### config.mk
export PLATFORM = sky130hd
export DESIGN_NAME = fre_calc
export DESIGN_NICKNAME = d
export VERILOG_FILES = /design/src/rtl/fre_calc_pkg.sv /design/src/rtl/seq_udiv.sv /design/src/rtl/fre_calc.sv
export SDC_FILE = /design/constraint.sdc
export NUM_CORES = 1
export LEC_CHECK = 0
export BUFFER_PORTS_ARGS = -buffer_cell sky130_fd_sc_hd__buf_2
export CAP_MARGIN = 25
export CORE_ASPECT_RATIO = 0.8
export CORE_UTILIZATION = 45
export CTS_CLUSTER_SIZE = 12
export DETAILED_ROUTE_END_ITERATION = 6
export PLACE_DENSITY = 0.65
export RECOVER_POWER = 25
export SYNTH_ARGS = -nofsm -noshare
export SYNTH_HDL_FRONTEND = slang
export SYNTH_SLANG_ARGS = --single-unit
### constraint.sdc
create_clock -name clk -period 22.5 [get_ports clk]
set_input_delay 2.25 -clock clk [delete_from_list [all_inputs] [get_ports clk]]
set_output_delay 2.25 -clock clk [all_outputs]
set_load 0.05 [all_outputs]
### src/rtl/fre_calc_pkg.sv
// rtl/fre_calc_pkg.sv - shared widths, reference clock and FSM encoding for the frequency calculator
package fre_calc_pkg;

    localparam int FC_CNT_WIDTH = 32;
    localparam int FC_CLK_FRE   = 200000000;
    localparam int FC_NUM_WIDTH = 64;

    typedef enum logic [1:0] {
        ST_IDLE = 2'd0,
        ST_LOAD = 2'd1,
        ST_DIV  = 2'd2,
        ST_DONE = 2'd3
    } fc_state_e;

endpackage

### src/rtl/seq_udiv.sv
// rtl/seq_udiv.sv - generic unsigned restoring divider, one quotient bit per clock, MSB first
module seq_udiv #(
    parameter int WIDTH = 64
) (
    input  logic             clk,
    input  logic             rst_or,
    input  logic             start,
    input  logic [WIDTH-1:0] dividend,
    input  logic [WIDTH-1:0] divisor,
    output logic [WIDTH-1:0] quotient,
    output logic             done
);

    localparam int CW = $clog2(WIDTH);

    // num_q shifts dividend bits out at the top and quotient bits in at the bottom
    logic [WIDTH-1:0] num_q;
    logic [WIDTH-1:0] rem_q;
    logic [CW-1:0]    cnt_q;
    logic             run_q;

    logic [WIDTH:0]   rem_sh;
    logic [WIDTH-1:0] rem_sub;
    logic             ge;

    always_comb begin
        rem_sh  = {rem_q, num_q[WIDTH-1]};
        ge      = (rem_sh >= {1'b0, divisor});
        // the true difference is below divisor, so the low WIDTH bits are exact
        rem_sub = rem_sh[WIDTH-1:0] - divisor;
    end

    always_ff @(posedge clk or posedge rst_or) begin
        if (rst_or) begin
            num_q <= '0;
            rem_q <= '0;
            cnt_q <= '0;
            run_q <= 1'b0;
        end else if (start) begin
            num_q <= dividend;
            rem_q <= '0;
            cnt_q <= CW'(WIDTH - 1);
            run_q <= 1'b1;
        end else if (run_q) begin
            rem_q <= ge ? rem_sub : rem_sh[WIDTH-1:0];
            num_q <= {num_q[WIDTH-2:0], ge};
            if (cnt_q == '0) begin
                run_q <= 1'b0;
            end else begin
                cnt_q <= cnt_q - 1'b1;
            end
        end
    end

    assign quotient = num_q;
    assign done     = run_q && (cnt_q == '0);

endmodule

### src/rtl/fre_calc.sv
// rtl/fre_calc.sv - rounded frequency = sig_cnt * CLK_FRE / gate_cnt with saturation and status flags
module fre_calc
    import fre_calc_pkg::*;
#(
    parameter int CNT_WIDTH = FC_CNT_WIDTH,
    parameter int CLK_FRE   = FC_CLK_FRE,
    parameter int NUM_WIDTH = FC_NUM_WIDTH
) (
    input  logic                 clk,
    input  logic                 rst_or,
    input  logic [CNT_WIDTH-1:0] sig_cnt,
    input  logic [CNT_WIDTH-1:0] gate_cnt,
    input  logic                 cnt_valid,
    output logic [CNT_WIDTH-1:0] fre_out,
    output logic                 fre_valid,
    output logic                 busy,
    output logic                 sat,
    output logic                 div_zero,
    output logic                 overrun
);

    fc_state_e            state_q;
    logic                 cnt_valid_d;
    logic [CNT_WIDTH-1:0] sig_q;
    logic [CNT_WIDTH-1:0] gate_q;

    logic                 start;
    logic                 div_start;
    logic                 div_done;
    logic [NUM_WIDTH-1:0] numerator;
    logic [NUM_WIDTH-1:0] quotient;

    assign start     = cnt_valid & ~cnt_valid_d;
    assign div_start = (state_q == ST_LOAD);

    // adding half the divisor turns the truncating divide into round-half-up
    assign numerator = NUM_WIDTH'(sig_q) * NUM_WIDTH'(CLK_FRE) + NUM_WIDTH'(gate_q >> 1);

    seq_udiv #(
        .WIDTH (NUM_WIDTH)
    ) u_div (
        .clk      (clk),
        .rst_or   (rst_or),
        .start    (div_start),
        .dividend (numerator),
        .divisor  (NUM_WIDTH'(gate_q)),
        .quotient (quotient),
        .done     (div_done)
    );

    always_ff @(posedge clk or posedge rst_or) begin
        if (rst_or) begin
            cnt_valid_d <= 1'b0;
        end else begin
            cnt_valid_d <= cnt_valid;
        end
    end

    always_ff @(posedge clk or posedge rst_or) begin
        if (rst_or) begin
            state_q   <= ST_IDLE;
            sig_q     <= '0;
            gate_q    <= '0;
            fre_out   <= '0;
            fre_valid <= 1'b0;
            busy      <= 1'b0;
            sat       <= 1'b0;
            div_zero  <= 1'b0;
            overrun   <= 1'b0;
        end else begin
            fre_valid <= 1'b0;
            // any start outside IDLE, including the DONE cycle, is dropped
            if (start && (state_q != ST_IDLE)) begin
                overrun <= 1'b1;
            end
            case (state_q)
                ST_IDLE: begin
                    if (start) begin
                        sig_q   <= sig_cnt;
                        gate_q  <= gate_cnt;
                        busy    <= 1'b1;
                        state_q <= ST_LOAD;
                    end
                end
                ST_LOAD: begin
                    state_q <= ST_DIV;
                end
                ST_DIV: begin
                    if (div_done) begin
                        state_q <= ST_DONE;
                    end
                end
                ST_DONE: begin
                    fre_valid <= 1'b1;
                    busy      <= 1'b0;
                    state_q   <= ST_IDLE;
                    if (gate_q == '0) begin
                        fre_out  <= '1;
                        div_zero <= 1'b1;
                        sat      <= 1'b0;
                    end else if (quotient[NUM_WIDTH-1:CNT_WIDTH] != '0) begin
                        fre_out  <= '1;
                        sat      <= 1'b1;
                        div_zero <= 1'b0;
                    end else begin
                        fre_out  <= quotient[CNT_WIDTH-1:0];
                        sat      <= 1'b0;
                        div_zero <= 1'b0;
                    end
                end
                default: begin
                    state_q <= ST_IDLE;
                end
            endcase
        end
    end

endmodule
[After elaboration in Yosys (flattened, before gate mapping)]
Cells that the tools add are included.
W data, S select, Z words.
Storage, ports and cells
  bits in registers: 239
  input port bits: 67
  word-level logic and storage cells: 62
Cells by class
  add/sub/neg operators: 3
  multiply operators: 1
  order comparisons: 1
  equality and inequality tests: 6
  mux-type cells: 22
  bitwise gates (word level): 2
  reduce and logical (&&, ||, !) cells: 13
Operators with widths (number)
  $mux W64: 5
  $ge A65 B32 Y1: 1
  $mux W32: 2
  $sub A64 B32 Y64: 1
  $add A60 B31 Y61: 1
  $mul A32 B19 Y51 const B: 1
  $logic_not A32 Y1: 1
  $reduce_bool A32 Y1: 1
  $mux W6: 3
  $mux W1: 8
  $pmux W2 S4: 1
  $reduce_and A2 Y1: 4
  $logic_not A6 Y1: 1
  $ne A2 B2 Y1 const B: 3
  $reduce_bool A2 Y1: 3
  $sub A6 B1 Y6 const B: 1
  $eq A2 B2 Y1 const B: 2
  $mux W2: 2
  $eq A2 B1 Y1 const B: 1
  $logic_and A1 B1 Y1: 2
  $logic_not A2 Y1: 1
  $pmux W1 S2: 1
  $and A1 B1 Y1: 1
  $not A1 Y1: 1

[Depth between registers and ports, before layout]
Gate-level depths: netlist of run 1.
  depth in word-level cells: 4
  mapped depth: 28
  gate-level depth less buffers: 28

[Modules after synthesis]
A second synthesis of run 1 with hierarchy kept.
Second synthesis, totals
  cells, all modules: 3151
  area, all modules: 28511.1 µm²
By module, submodules not included
  fre_calc: times used 1, cells each 1794, area an instance 17813.3 µm²
  seq_udiv: times used 1, cells each 1357, area an instance 10697.8 µm²

[Least setup slack after synthesis of run 1]
Ideal clock, no wire load.
  path type: register to register
  from: reg sig_q[4]
  to: reg u_div.num_q[51] (netlist: u_div.quotient[51])
  arrival: 7.305 ns
  required time: 22.418 ns
  path slack: 15.113 ns
  cell stages (with the launch flop): 27
  buffers on the path: 2
  clock period less this slack: 7.387 ns
  cells stage by stage: dfrtp_1 inv_1 fa_1 fa_1 inv_1 fa_1 fa_1 fa_1 inv_1 fa_1 inv_1 ha_1 buf_2 nand4_1 or2_1 a2bb2oi_4 nand2_1 xor2_1 ha_1 nand3_1 a211oi_1 o21ai_0 a2111o_1 buf_2 or3_4 or4_1 a31oi_1
On the way
  cells in the longest elaborated chain, start to end: 3
Ends and longest elaborated chain
  start, declared: RTL line fre_calc.sv:24  | logic [CNT_WIDTH-1:0] sig_q;
  start signal, assigned: RTL line fre_calc.sv:79  | sig_q <= sig_cnt;
  $mul A32 B19 Y51: RTL line fre_calc.sv:37  | assign numerator = NUM_WIDTH'(sig_q) * NUM_WIDTH'(CLK_FRE) + NUM_WIDTH'(gate_q >> 1);
  $add A60 B31 Y61: RTL line fre_calc.sv:37
  $mux W64: RTL line seq_udiv.sv:39  | end else if (start) begin
  end signal, assigned: RTL line seq_udiv.sv:40  | num_q <= dividend;
  end signal, assigned: RTL line seq_udiv.sv:46  | num_q <= {num_q[WIDTH-2:0], ge};
  end, declared: RTL line seq_udiv.sv:17  | logic [WIDTH-1:0] num_q;
Every way passes these cells.
A chain may end at the register's enable or synchronous reset.

[Final worst setup path of run 1]
  from: reg sig_q[8]
  to: reg u_div.num_q[53] (netlist: u_div.quotient[53])
The elaborated chain is that of the path after synthesis.

==> flow_summary.toml, run 1 <==
[finish]
drive_gt1_share_pct = 8.95
fillCellCount = 5392
multi_input_area_um2 = 18900
area_growth_pct = 7.84
nets = 3556
final-instance-count-excl-fill = 3721
seq_area_um2 = 5980

[setup_path]
required_ns = 22.96
endpoint_kind = "register"
critPathMaxFanout = 10
critPathKind = "reg2reg"
cp_data_arrival_time_ns = 9.18
start_kind = "register"

[synthesis]
synth_cells = 2892
synth_seq_cells = 239
synth_edf_count = 0
synth-async-reset-ratio_pct = 100
synth.net_count = 3515
synth_area_per_cell_um2 = 9.36
synth_area_um2 = 27100
ys.flop_type = "dfrtp_1"
ys_seq_area_share_pct = 22.1
yosysUniqueCellTypes = 91
yosysWarnings = 0

[detailed_routing]
routed_wl_um = 74000
wl_met2_um = 32100
wl_met3_um = 4430
via_per_inst = 5.77
top_layer = "met4"
wl_per_cell_um = 19.9
firstDrtPassIters = 7
wl_met1_um = 36100
antenna_left = 0
vias = 21467
drt_iter0_drc = 1577
drc = 1

[floorplan]
die_area_um2 = 61100
fp.dieH_um = 221
ios = 104
coreArea_um2 = 58800
start_util_pct = 46.0
die_w_um = 276
std_cell_rows = 79

[grt]
grt_pass1_vias = 21929
antenna_found_initial = 3
track_usage_pct = 24.8
grt_overflow = 0
grt_max_degree = 150
grt_pass1_wl_um = 122000

[timing]
fin_crit_ns = 8.72
clock_skew_ns = 0.0162
relSlewSlack_pct = -284
hold_viol = 0
slew_viol_final = 248
max_freq_mhz = 115
setup_tns_ns = 0
rsz0062_at_grt = "false"
tightest_slew_ns = 5.73
setup_viol = 0
fin_crit_sh_pct = 38.8

[clock_tree]
clock_insertion_delay_worst_skew_ns = 0.57
clock_path_buffers = 3
cts.sinks = 239
cts_root_buffer = "clkbuf_16"
postCtsSetupBuffers = 0
cts_resized = 0
cts_tree = "yes"
cts_buffers = 28
clk_pin_slew_worst_paths_ns = 0.06
cts_hold_buf = 0
htreeDepth = 1

[place]
portBuffers = 103
dp_cells = 3671
detailed_place_hpwl_um = 59200
place_congestion = 1.02

[run]
drv_cap = 3

[min_path]
hold_path.class = "reg2reg"

[status]
violations = "DRC, capacitance limit, slew limit"
status = "finished, violations left"
## worst max-delay path, stage by stage (launching register included)
cell and delay (ns):
dfrtp_1 0.63, ha_1 0.37, fa_1 0.55, inv_1 0.05, fa_1 0.49, inv_1 0.05, fa_1 0.49, fa_1 0.58
inv_1 0.06, fa_1 0.53, inv_1 0.04, ha_1 0.39, and4_1 0.28, a21boi_0 0.64, o21ai_0 0.40, xnor2_1 0.23
ha_1 0.40, nand3_1 0.13, a211oi_1 0.21, o21ai_0 0.26, a2111o_1 0.64, or3_4 0.46, or4_1 0.54, a31oi_1 0.18
## cells in the mapped netlist, types with 5 or more instances
| cell type | n | share of area [%] |
|---|---|---|
| dfrtp_1 | 239 | 22 |
| or4_1 | 21 | 0.58 |
| o31a_1 | 5 | 0.16 |
| o21ai_1 | 15 | 0.28 |
| a21boi_0 | 6 | 0.17 |
| ha_1 | 284 | 13 |
| o21ai_0 | 94 | 1.7 |
| xnor2_1 | 63 | 2.0 |
| a21oi_1 | 125 | 2.3 |
| o211a_1 | 5 | 0.18 |
| nand4_1 | 47 | 1.1 |
| o21bai_1 | 8 | 0.22 |
| inv_1 | 473 | 6.6 |
| o21a_1 | 16 | 0.44 |
| and3_1 | 18 | 0.42 |
| mux2i_1 | 37 | 1.4 |
| nand2b_1 | 14 | 0.32 |
| o211ai_1 | 22 | 0.61 |
| a21o_1 | 78 | 2.2 |
| a211oi_1 | 45 | 1.2 |
| o41ai_1 | 7 | 0.23 |
| a311oi_1 | 52 | 1.7 |
| nor2_1 | 155 | 2.2 |
| nand3_1 | 42 | 0.78 |
| buf_2 | 15 | 0.28 |
| clkbuf_1 | 82 | 1.1 |
| xor2_1 | 54 | 1.7 |
| nand4b_1 | 5 | 0.16 |
| nor3_1 | 36 | 0.67 |
| nor4_1 | 31 | 0.72 |
| and4_1 | 6 | 0.19 |
| buf_1 | 7 | 0.097 |
| a31o_2 | 6 | 0.19 |
| and2_1 | 11 | 0.25 |
| or2_2 | 10 | 0.23 |
| a41oi_1 | 5 | 0.16 |
| nor2b_1 | 39 | 0.90 |
| nand2_1 | 182 | 2.5 |
| o22a_1 | 33 | 1.1 |
| a31oi_1 | 17 | 0.39 |
| o31ai_1 | 23 | 0.64 |
| fa_1 | 272 | 20 |
| or3_1 | 39 | 0.90 |
| mux2_2 | 67 | 2.8 |
## final timing paths
path | from | endpoint | slack [ns] | cells after the start
max in group asynchronous | rst_or | sig_q[22] | 15.74 | 4
min in group asynchronous | rst_or | gate_q[9] | 3.44 | 2
setup reg to reg | sig_q[8] | u_div.quotient[53] | 13.78 | 23
hold reg to reg | div_zero | div_zero | 0.49 | 2
setup / recovery | sig_q[8] | u_div.quotient[53] | 13.78 | 23
hold / removal | div_zero | div_zero | 0.49 | 2
## logic make-up (layout without fill, tap and decap cells)
logic type | after synthesis | in the layout | share of synthesized area, %
AOI/OAI and AO/OA | 613 | 613 | 15.8
xor gates and xnor gates | 117 | 117 | 3.79
adders and majority gates | 556 | 556 | 33.3
buffers and inverters | 579 | 638 | 8.10
DFF | 239 | 239 | 22.1
muxes | 104 | 104 | 4.16
other | 0 | 1 | 0
and+or+nand+nor | 684 | 684 | 12.8
## final cells by class
class                      count  area share, %
multi-input combinational   2074           64.7
sequential                   239           20.5
inverter                     475           6.12
tap                          769           3.30
clock buffer                  38           2.81
timing repair buffer         115           2.11
clock inverter                10          0.399
antenna                        1        0.00858
## routing by layer
metal | vias up | track usage [%]
met4 | 0 | 4.81
met2 | 592 | 37.8
met1 | 10751 | 37.2
met5 | - | 0
li1 | 10056 | -
met3 | 68 | 3.83
## cell usage in the layout, fill, tap and decap left out, drive strengths merged, types with 7 or more instances in the layout
master  Yosys  layout
a21boi      9       9
a21o       78      78
xnor2      63      63
nor4       32      32
o22a       33      33
clkbuf     82      41
buf        22     112
a211oi     47      47
nand2b     14      14
o211ai     23      23
o21bai      8       8
dfrtp     239     239
nor3       39      39
o31ai      23      23
nand4      47      47
nor2      156     156
o21ai     110     110
ha        284     284
nand2     182     182
o21a       17      17
a31oi      17      17
xor2       54      54
or3        40      40
mux2i      37      37
or2        14      14
a311oi     52      52
nand3      42      42
a21oi     125     125
mux2       67      67
or4        22      22
o41ai       7       7
and2       12      12
inv       474     474
nor2b      39      39
and3       18      18
fa        272     272
## flip-flops by register name, summed over array words and instances, names as in the netlist
register	flops
sat	1
u_div.quotient	64
state_q	2
overrun	1
fre_valid	1
gate_q	32
busy	1
div_zero	1
sig_q	32
u_div.rem_q	64
fre_out	32
u_div.run_q	1
cnt_valid_d	1
u_div.cnt_q	6
## metrics by stage
stage / util [%] / hold WS (ns) / setup slack (ns) / area, um2
6_report: 49.6 / 0.489 / 13.78 / 29200
3_3_place_gp: 48.0 / 0.461 / 14.14 / 28200
5_1_grt: 49.6 / 0.506 / 13.41 / 29200
2_1_floorplan: - / 0.474 / 13.69 / 27100
4_1_cts: 49.7 / 0.493 / 14.01 / 29200
3_5_place_dp: 48.1 / 0.477 / 14.05 / 28300
Power of run 1 is left out: the tool's default activity adds up to more than one toggle a clock period on the data nets, which glitch-free logic cannot reach.
==> run 2, diff against run 1 <==
Clock period 22.5 ns to 8.7 ns, I/O delays scaled along.
==> flow_summary.toml, run 2 (synthesized netlist as in run 1, its figures left out) <==
[timing]
slew_viol_final = 280
whs_ns = 0.462
clock_skew_ns = 0.0214
setup_viol = 0
fin_crit_ns = 8.39
relSlewSlack_pct = -177
max_freq_mhz = 119
fin_crit_sh_pct = 96.4
setup_tns_ns = 0
tightest_slew_ns = 4.13
rsz0062_at_grt = "false"
hold_viol = 0

[finish]
fillCellCount = 5412
mostFrequentLayoutCell = "inv_1"
design_area_um2 = 29300
drive_gt1_share_pct = 9.36
nets = 3563
area_growth_pct = 8.13
layout_common_cells = "472 x inv_1, 283 x ha_1, 272 x fa_1, 235 x dfrtp_1, 182 x nand2_1"
multi_input_area_um2 = 18900
antenna_cells = 0
seq_area_um2 = 5990
final_util_pct = 49.7

[setup_path]
critPathMaxFanout = 10
reg2reg_to = "u_div.quotient[53]"
critPathKind = "reg2reg"
rr_worst_depth = 24
crit_path_start = "sig_q[8]"
required_ns = 9.18
rr_startpoint = "sig_q[8]"
cp_data_arrival_time_ns = 8.86
start_kind = "register"
endpoint_kind = "register"
endpoint = "u_div.quotient[53]"
r2r_setup_slack_ns = 0.31

[grt]
antenna_found_initial = 1
use_met1_pct = 36.7
track_usage_pct = 24.3
grt_use_met3_pct = 3.64
grt_pass1_vias = 21630
grt_max_degree = 150
grt-busiest-layer = "met2"
grt_pass1_wl_um = 120000
grt_overflow = 0
grtUsageMet2_pct = 37.2

[clock_tree]
cts.sinks = 239
clock_path_buffers = 3
cts_root_buffer = "clkbuf_16"
clock_insertion_delay_worst_skew_ns = 0.58
cts_hold_buf = 0
cts_tree = "yes"
clk_pin_slew_worst_paths_ns = 0.06
htreeDepth = 1
cts_buffers = 28

[place]
place_congestion = 0.971
post_dp_cell_area_um2 = 28300
portBuffers = 103
detailed_place_hpwl_um = 57500

[detailed_routing]
wl_per_cell_um = 19.5
firstDrtPassIters = 5
drt_iter0_drc = 1649
routed_wl_um = 72700
drc = 0
via_per_inst = 5.73
antenna_left = 0
vias = 21358

[floorplan]
coreArea_um2 = 58800
fp.dieH_um = 221
die_w_um = 276
start_util_pct = 46.0
std_cell_rows = 79
ios = 104
die_area_um2 = 61100

[run]
drv_cap = 3

[min_path]
min_from = "cnt_valid"
hold_path.class = "in2reg"

[status]
violations = "capacitance limit, slew limit"
status = "finished, violations left"
-- run 2: cell count changes in the layout (fill, tap and decap cells not counted), sizes merged --
cell    change
buf         +7
clkbuf      +2
diode       -1
-- run 2: final cells by class --
| class | count | share of cell area [%] |
|---|---|---|
| Multi-Input combinational cell | 2074 | 64.6 |
| Sequential cell | 239 | 20.5 |
| Inverter | 475 | 6.10 |
| Tap cell | 769 | 3.29 |
| Clock buffer | 40 | 2.83 |
| Timing Repair Buffer | 122 | 2.32 |
| Clock inverter | 10 | 0.385 |
-- run 2: critical path, stage by stage (launching register included) --
cell	delay (ns)
dfrtp_1	0.53
ha_1	0.42
fa_1	0.49
inv_1	0.05
fa_1	0.47
fa_1	0.52
inv_1	0.07
fa_1	0.53
inv_1	0.06
fa_1	0.54
inv_1	0.04
ha_1	0.36
a21oi_1	0.22
o21ai_1	0.17
or3_1	0.36
o21ai_1	0.34
xnor2_1	0.13
ha_1	0.40
nand3_1	0.17
a211oi_1	0.30
o21ai_0	0.30
a2111o_1	0.64
or3_4	0.45
or4_1	0.52
a31oi_1	0.19
-- run 2: routing by layer --
layer	vias to the layer above	part of all wire, %
met3	59	6.1
met2	586	43
li1	10092	-
met4	0	1.5
met5	-	0
met1	10621	49
-- run 2: worst min-delay path by stage --
stage	slack (ns)	endpoint	cells past startpoint
CTS	0.41	u_div.rem_q[9]	2
floorplan	0.47	fre_out[10]	1
detailed placement	0.46	overrun	1
finish	0.46	cnt_valid_d	1
global placement	0.45	overrun	1
global route	0.44	cnt_valid_d	1
-- run 2: repair_timing --
item,in CTS,in global routing
buffers inserted,0,0
endpoints found under the setup margin,0,6
gates resized for setup,0,4
-- run 2: stage by stage --
step	cells	setup WS, ns
floorplan	2892	1.27
global placement	3677	0.512
detailed placement	3679	0.278
finish	3729	0.313
global route	3729	0.0200
CTS	3729	0.237
Power of run 2 is left out for the same reason.
==> run 3, diff against run 2 <==
Settings changed: RECOVER_POWER 25 to 50.
==> flow_summary.toml, run 3 (synthesized netlist as in run 1, its figures left out) <==
[timing]
fin_crit_sh_pct = 96.2
fin_ws_ns = 0.333
max_freq_mhz = 120
rsz0062_at_grt = "false"
fin_crit_ns = 8.37
slew_viol_final = 362
setup_tns_ns = 0
tightest_slew_ns = 4.13
clock_skew_ns = 0.0212
relSlewSlack_pct = -177
setup_viol = 0
hold_viol = 0

[clock_tree]
cts_tree = "yes"
cts_buffers = 28
clock_insertion_delay_worst_skew_ns = 0.58
clock_path_buffers = 3
cts_root_buffer = "clkbuf_16"
cts_hold_buf = 0
cts.sinks = 239
clk_pin_slew_worst_paths_ns = 0.06
postCtsSetupBuffers = 0
htreeDepth = 1

[finish]
nets = 3563
fillCellCount = 5417
seq_area_um2 = 5980
layout_common_cells = "472 x inv_1, 283 x ha_1, 272 x fa_1, 236 x dfrtp_1, 182 x nand2_1"
area_growth_pct = 8.08
drive_gt1_share_pct = 9.05
multi_input_area_um2 = 18900
antenna_cells = 0
mostFrequentLayoutCell = "inv_1"

[detailed_routing]
vias = 21391
routed_wl_um = 72600
drc = 0
via_per_inst = 5.74
antenna_left = 0
firstDrtPassIters = 5
wl_per_cell_um = 19.5
drt_iter0_drc = 1643

[setup_path]
start_kind = "register"
endpoint_kind = "register"
critPathMaxFanout = 10
critPathKind = "reg2reg"
r2r_setup_slack_ns = 0.33
cp_data_arrival_time_ns = 8.84
required_ns = 9.17

[floorplan]
start_util_pct = 46.0
coreArea_um2 = 58800
ios = 104
std_cell_rows = 79
die_area_um2 = 61100
fp.dieH_um = 221
die_w_um = 276

[min_path]
hold_path.class = "in2reg"

[status]
status = "finished, violations left"
violations = "capacitance limit, slew limit"

[place]
detailed_place_hpwl_um = 57500
portBuffers = 103
dp_slack_ns = 0.278
place_congestion = 0.971

[grt]
grt_pass1_vias = 21630
antenna_found_initial = 1
grt_max_degree = 150
grt_pass1_wl_um = 120000
grt_overflow = 0
track_usage_pct = 24.3

[run]
drv_cap = 4
==> run 3: cell count changes in the layout (fill, tap and decap cells not counted) <==
| cell | before | now |
|---|---|---|
| buf_2 | 102 | 94 |
| clkbuf_1 | 7 | 15 |
| dfrtp_1 | 235 | 236 |
| dfrtp_4 | 1 | 0 |
==> run 3: area by class of cell <==
type	instances	area share, %
clock buffers	40	2.83
clock inverters	10	0.385
inverters	475	6.10
multi-input cells	2074	64.6
flip-flops and latches	239	20.5
well taps	769	3.29
repair buffers	122	2.28
==> run 3: path summary, 6_finish.rpt <==
path	endpoint	cells past startpoint	from
worst max-delay path	u_div.quotient[53]	24	sig_q[8]
worst min-delay path	cnt_valid_d	1	cnt_valid
worst max register to register	u_div.quotient[53]	24	sig_q[8]
worst min register to register	overrun	1	overrun
max in group asynchronous	u_div.rem_q[26]	3	rst_or
min in group asynchronous	u_div.quotient[4]	2	rst_or
==> run 3: metal layers <==
| metal | track usage, % | share of wire (%) | vias up |
|---|---|---|---|
| met3 | 3.64 | 6.0 | 60 |
| met4 | 4.07 | 1.5 | 0 |
| li1 | - | - | 10096 |
| met5 | 0 | 0 | - |
| met1 | 36.7 | 49 | 10643 |
| met2 | 37.2 | 43 | 592 |
==> run 3: worst max-delay path, cell delays in order, from the launching register on <==
cell      delay, ns
dfrtp_1        0.53
ha_1           0.42
fa_1           0.49
inv_1          0.05
fa_1           0.47
fa_1           0.52
inv_1          0.07
fa_1           0.53
inv_1          0.06
fa_1           0.54
inv_1          0.04
ha_1           0.36
a21oi_1        0.22
o21ai_1        0.17
or3_1          0.36
o21ai_1        0.34
xnor2_1        0.13
ha_1           0.40
nand3_1        0.17
a211oi_1       0.29
o21ai_0        0.29
a2111o_1       0.63
or3_4          0.45
or4_1          0.52
a31oi_1        0.19
==> run 3: repair_timing <==
item / in CTS / in global routing
setup endpoints to repair: 0 / 6
gates resized for setup: 0 / 4
endpoints found under the hold margin: 0 / 0
==> run 3: metrics by stage <==
| stage | instances | util, % | area, um2 | hold slack, ns |
|---|---|---|---|---|
| 6_report | 3729 | 49.7 | 29200 | 0.462 |
| 5_1_grt | 3729 | 49.7 | 29200 | 0.437 |
| 3_5_place_dp | 3679 | 48.2 | 28300 | 0.456 |
| 3_3_place_gp | 3677 | 48.1 | 28300 | 0.454 |
| 4_1_cts | 3729 | 49.8 | 29300 | 0.405 |
| 2_1_floorplan | 2892 | - | 27100 | 0.474 |
Power of run 3 is left out for the same reason.
